<file path="src/rtl/mem_arbiter.sv">
// mem_arbiter: single-port memory arbiter between instruction fetch and data load/store with starvation guard
module mem_arbiter #(
  parameter int AW = 8,
  parameter int DW = 32,
  parameter int STARVE = 3
) (
  input  logic          clk,
  input  logic          rst,
  input  logic          if_req,
  input  logic [AW-1:0] if_addr,
  output logic          if_gnt,
  output logic          if_rvalid,
  output logic [DW-1:0] if_rdata,
  input  logic          d_req,
  input  logic          d_we,
  input  logic [AW-1:0] d_addr,
  input  logic [DW-1:0] d_wdata,
  output logic          d_gnt,
  output logic          d_rvalid,
  output logic [DW-1:0] d_rdata,
  output logic [AW-1:0] mem_addr,
  output logic [DW-1:0] mem_wdata,
  output logic          mem_wren,
  input  logic [DW-1:0] mem_q
);
  typedef enum logic {IDLE, RDWAIT} state_t;
  state_t state, state_nxt;
  logic [2:0] wait_ctr, wait_nxt;
  logic owner, idle, rd, d_win, f_win;
  always_comb begin
    idle = !rst && state == IDLE;
    rd = !rst && state == RDWAIT;
    d_win = idle && d_req && wait_ctr < 3'(STARVE);
    f_win = idle && if_req && !d_win;
    state_nxt = (f_win || (d_win && !d_we)) ? RDWAIT : IDLE;
    wait_nxt = rd ? wait_ctr : (f_win || !if_req) ? 3'd0 : (wait_ctr < 3'(STARVE)) ? wait_ctr + 3'd1 : wait_ctr;
  end
  assign if_gnt = f_win;
  assign d_gnt = d_win;
  assign mem_addr = d_win ? d_addr : f_win ? if_addr : '0;
  assign mem_wdata = d_win ? d_wdata : '0;
  assign mem_wren = d_win && d_we;
  assign if_rvalid = rd && !owner;
  assign d_rvalid = rd && owner;
  assign if_rdata = if_rvalid ? mem_q : '0;
  assign d_rdata = d_rvalid ? mem_q : '0;
  always_ff @(posedge clk) begin
    if (rst) begin
      state <= IDLE;
      wait_ctr <= '0;
      owner <= 1'b0;
    end else begin
      state <= state_nxt;
      wait_ctr <= wait_nxt;
      if (idle && state_nxt == RDWAIT) owner <= d_win;
    end
  end
endmodule

</file>
<file path="config.mk">
export PLATFORM = sky130hd
export DESIGN_NAME = mem_arbiter
export DESIGN_NICKNAME = d
export VERILOG_FILES = /design/src/rtl/mem_arbiter.sv
export SDC_FILE = /design/constraint.sdc
export NUM_CORES = 1
export LEC_CHECK = 0
export BUFFER_PORTS_ARGS = -buffer_cell sky130_fd_sc_hd__buf_2
export CAP_MARGIN = 20
export CORE_ASPECT_RATIO = 0.5
export CORE_MARGIN = 5
export CORE_UTILIZATION = 30
export CTS_CLUSTER_SIZE = 24
export DETAILED_ROUTE_END_ITERATION = 10
export PLACE_DENSITY = 0.86
export SLEW_MARGIN = 20
export SYNTH_ARGS = -nofsm -noshare
export SYNTH_HDL_FRONTEND = slang
export SYNTH_SLANG_ARGS = --single-unit
</file>
<file path="constraint.sdc">
create_clock -name clk -period 2.95 [get_ports clk]
set_clock_uncertainty 0.05 [all_clocks]
set_input_delay 0.1475 -clock clk [delete_from_list [all_inputs] [get_ports clk]]
set_output_delay 0.1475 -clock clk [all_outputs]
set_load 0.02 [all_outputs]
</file>
==> After elaboration in Yosys (flattened, before gate mapping) <==
Cells that the tools add are included.
{ "classes": {"add_sub_neg": 1, "n_lt_le_gt_ge": 1, "mux": 8, "n_bitwise": 2, "n_reduce_logical": 20} }
{ "ops": {"columns": ["op", "count"], "rows": [
  ["$mux W32", 3],
  ["$mux W8", 2],
  ["$logic_and A1 B1 Y1", 11],
  ["$mux W3", 2],
  ["$logic_not A1 Y1", 5],
  ["$add A3 B1 Y3 const B", 1],
  ["$lt A3 B2 Y1 const B", 1],
  ["$logic_or A1 B1 Y1", 2],
  ["$not A1 Y1", 2],
  ["$reduce_and A2 Y1", 1],
  ["$reduce_bool A2 Y1", 1],
  ["$mux W1", 1]
]} }
{ "word_totals": {"reg_bits": 5, "input_bits": 85} }

==> Logic depth before layout (Yosys ltp) <==
{ "depth": {"ltp_word": 9, "depth_mapped": 6, "ltp_nobuf": 3} }

==> Worst setup path before layout <==
No wires, ideal clock.
{ "synth_timing": {"kind": "register to output", "start": "reg state", "end": "out mem_addr[0]", "arrival_ns": 1.298, "slack_ns": 1.454, "stages_incl_launch_ff": 7, "path_buffers": 3, "cell_sequence": "dfxtp_1 -> buf_4 -> nor2_8 -> and3_1 -> buf_6 -> buf_6 -> o21ai_1"} }
{ "synth_via": {"elab_chain_len": 8} }
{ "synth_lines": {"columns": ["element", "line_no", "source"], "rows": [
  ["from (decl)", "27", "state_t state, state_nxt;"],
  ["from (signal assigned)", "53", "state <= state_nxt;"],
  ["$not A1 Y1 (*)", "31", "idle = !rst && state == IDLE;"],
  ["$logic_and A1 B1 Y1 (*)", "31", null],
  ["$logic_and A1 B1 Y1 (*) (2 in a row)", "33", "d_win = idle && d_req && wait_ctr < 3'(STARVE);"],
  ["net d_gnt", "18", "output logic d_gnt,"],
  ["$logic_not A1 Y1", "34", "f_win = idle && if_req && !d_win;"],
  ["$logic_and A1 B1 Y1", "34", null],
  ["$mux W8", "40", "assign mem_addr = d_win ? d_addr : f_win ? if_addr : '0;"],
  ["$mux W8 (*)", "40", null],
  ["to (decl)", "21", "output logic [AW-1:0] mem_addr,"]
]} }
Mark *: on every way through the listed nets, which the timed path passes. The rest lies on a longest branch.

==> Worst setup path after layout <==
{ "layout_timing": {"start": "reg state", "end": "out if_rdata[2]"} }
{ "layout_via": {"elab_chain_len": 3} }
{ "layout_lines": {"columns": ["element", "line_no", "source"], "rows": [
  ["$logic_and A1 B1 Y1", "32", "rd = !rst && state == RDWAIT;"],
  ["$logic_and A1 B1 Y1", "43", "assign if_rvalid = rd && !owner;"],
  ["$mux W32", "45", "assign if_rdata = if_rvalid ? mem_q : '0;"],
  ["to (decl)", "13", "output logic [DW-1:0] if_rdata,"]
]} }
No other way between the ends.

==> impl_metrics.tcl <==
set metrics [dict create \
    arrival_ns 2.06 \
    tightest_slew_ns 0.891 \
    core_mm2 0.00353 \
    powerDensity_mw_per_mm2 210 \
    grt_pass1_vias 1660 \
    worst-setup-path-type "register to primary output" \
    die_w_um 96.7 \
    leakage_uw 0.00139 \
    slowest_delay_ns 0.83 \
    start_util_pct 32.0 \
    max-cap-violations 0 \
    io_pins 194 \
    required_ns 2.75 \
    cp_top_family "simple AND/OR/NAND/NOR gates" \
    htree_levels 1 \
    numCtsBuffers 3 \
    cts.path.max_buffers 2 \
    crit_path_cell_trace "nor3b_4 -> and2_1 -> buf_2" \
    status "completed" \
    chipHeight_um 53.4 \
    cts_resized 0 \
    worstReg2RegStart "state" \
    grt_pass1_wl_mm 8.81 \
    io_buffers 193 \
    cp_slowest_cell "nor3b_4" \
    wl_per_cell_um 14.9 \
    slew_headroom_pct 40.6 \
    core.rowCount 15 \
    min_period_over_period_pct 76.6 \
    avgSynthCellArea_um2 6.80 \
    ys_warn_count 0 \
    tns_ns 0 \
    cts-root-buf "clkbuf_8" \
    nets 437 \
    first_pass_iters 4 \
    fmax_mhz 443 \
    synthCells 166 \
    setup_viol 0 \
    ys_ff_latch 5 \
    diodes 0 \
    slew_violations 0 \
    ant_nets 0 \
    hold_depth 3 \
    hold_class "input port to register" \
    cts_sinks 5 \
    rsz0062_at_grt "false" \
    ir_worst_vdd_mv 0.219 \
    dieArea_mm2 0.00516 \
    path_buf_inv 1 \
    yosys.cell_types.count 23 \
    mostFrequentLayoutCells "193 x buf_2, 97 x and2_1, 12 x nand2_1, 10 x nand4_1, 8 x o21ai_1" \
    r2r_slack_ns 1.62 \
    antenna_found_initial 0 \
    gr-total-overflow 0 \
    worstSetupEndpointType "primary output" \
    drive_gt1_share_pct 57.7 \
    clk_latency_ns 0.22 \
    worst_hold_slack_ns 0.206 \
    grtUsageTotal_pct 20.8 \
    grt_max_degree 43 \
    clk_pin_slew_ns 0.04 \
    ys_seq_area_share_pct 8.87 \
    synthToLayoutAreaGrowth_pct 86.9 \
    r2r_end "state" \
    path_max_fanout 33 \
    syn-num-nets 252 \
    ctsHoldBuffers 0 \
    finalHoldViolations 0 \
    final_common_cell "buf_2" \
    holdPathEnd "state" \
    wl_mm 5.97 \
    startpoint_type "register" \
    final.min_clock_period_ns 2.26 \
    drt_iter0_drc 68 \
    num_vias 1754 \
    cts_tree "built" \
    cts_setup_buffers 0 \
    avgViaCountPerCell 4.37 \
    r2r_cells 3 \
    hp-start "d_we" \
    gp_congestion 0.916 \
    synth_area_mm2 0.00113 \
    drc 0 \
    dpl.hpwl_mm 5.08 \
]
-- layout make-up --
class	instances	area [um2]
clock buffers	4	45.0
fillers	342	1420
inverters	1	3.75
multi-input cells	145	916
flip-flops and latches	5	100
well taps	51	63.8
repair buffers	195	981
-- worst max-delay path by stage --
stage	start	to	slack (ns)	cells past startpoint
floorplan	state	mem_addr[0]	1.45	6
finish	state	if_rdata[2]	0.69	3
global placement	state	if_rdata[10]	1.05	3
detailed placement	state	if_rdata[2]	0.92	3
CTS	state	if_rdata[2]	0.69	3
global route	state	if_rdata[23]	0.50	3
-- cell families (layout without fill, tap and decap cells) --
family | count (synthesis) | after routing | synth area share [%]
and+or+nand+nor | 129 | 129 | 72.4
buffers and inverters | 16 | 200 | 9.98
AOI/OAI and AO/OA | 15 | 15 | 7.65
DFF | 5 | 5 | 8.87
adders and majority gates | 1 | 1 | 1.11
-- state kept, by name, indices dropped and copies added, names as in the netlist --
name	cells
state	1
owner	1
wait_ctr	3
-- metrics by stage --
step	cells	util [%]	area (um2)	power (uW)	worst slack (ns)
after CTS	401	59.8	2110	444	0.687
after detailed placement	397	58.5	2060	315	0.924
after global placement	397	58.5	2060	309	1.05
final	401	59.8	2110	442	0.691
after global routing	401	59.8	2110	471	0.504
after floorplan	166	-	1130	212	1.45
-- where the power goes --
part	internal, uW	total [uW]	switching [uW]
logic	102	238	136
clock network	92.8	127	33.8
registers	71.0	77.3	6.28
-- cells in the mapped netlist (all sizes together) --
cell,n,area [um2]
nand4,10,62.6
nand2,12,45.0
clkbuf,5,18.8
o21ai,8,40.0
o211ai,1,7.51
and2,97,607
nor2,2,23.8
nor3b,2,37.5
nand3b,1,7.51
a21boi,1,11.3
and3b,1,8.76
and3,1,6.26
ha,1,12.5
nor2b,2,12.5
dfxtp,5,100
inv,1,3.75
a21o,1,7.51
a21oi,4,20.0
nand2b,1,6.26
buf,10,90.1
-- metal layers --
metal	vias up	track usage, %	part of all wire, %
li1	894	-	-
met1	799	24.6	40
met2	55	40.2	55
met3	6	3.29	3.7
met4	0	5.36	0.67
met5	-	0	0
-- worst min-delay path, cell delays in order --
cell	delay, ns
buf_2	0.12
inv_1	0.05
a21o_1	0.11
(Power assumes the default switching activity.)
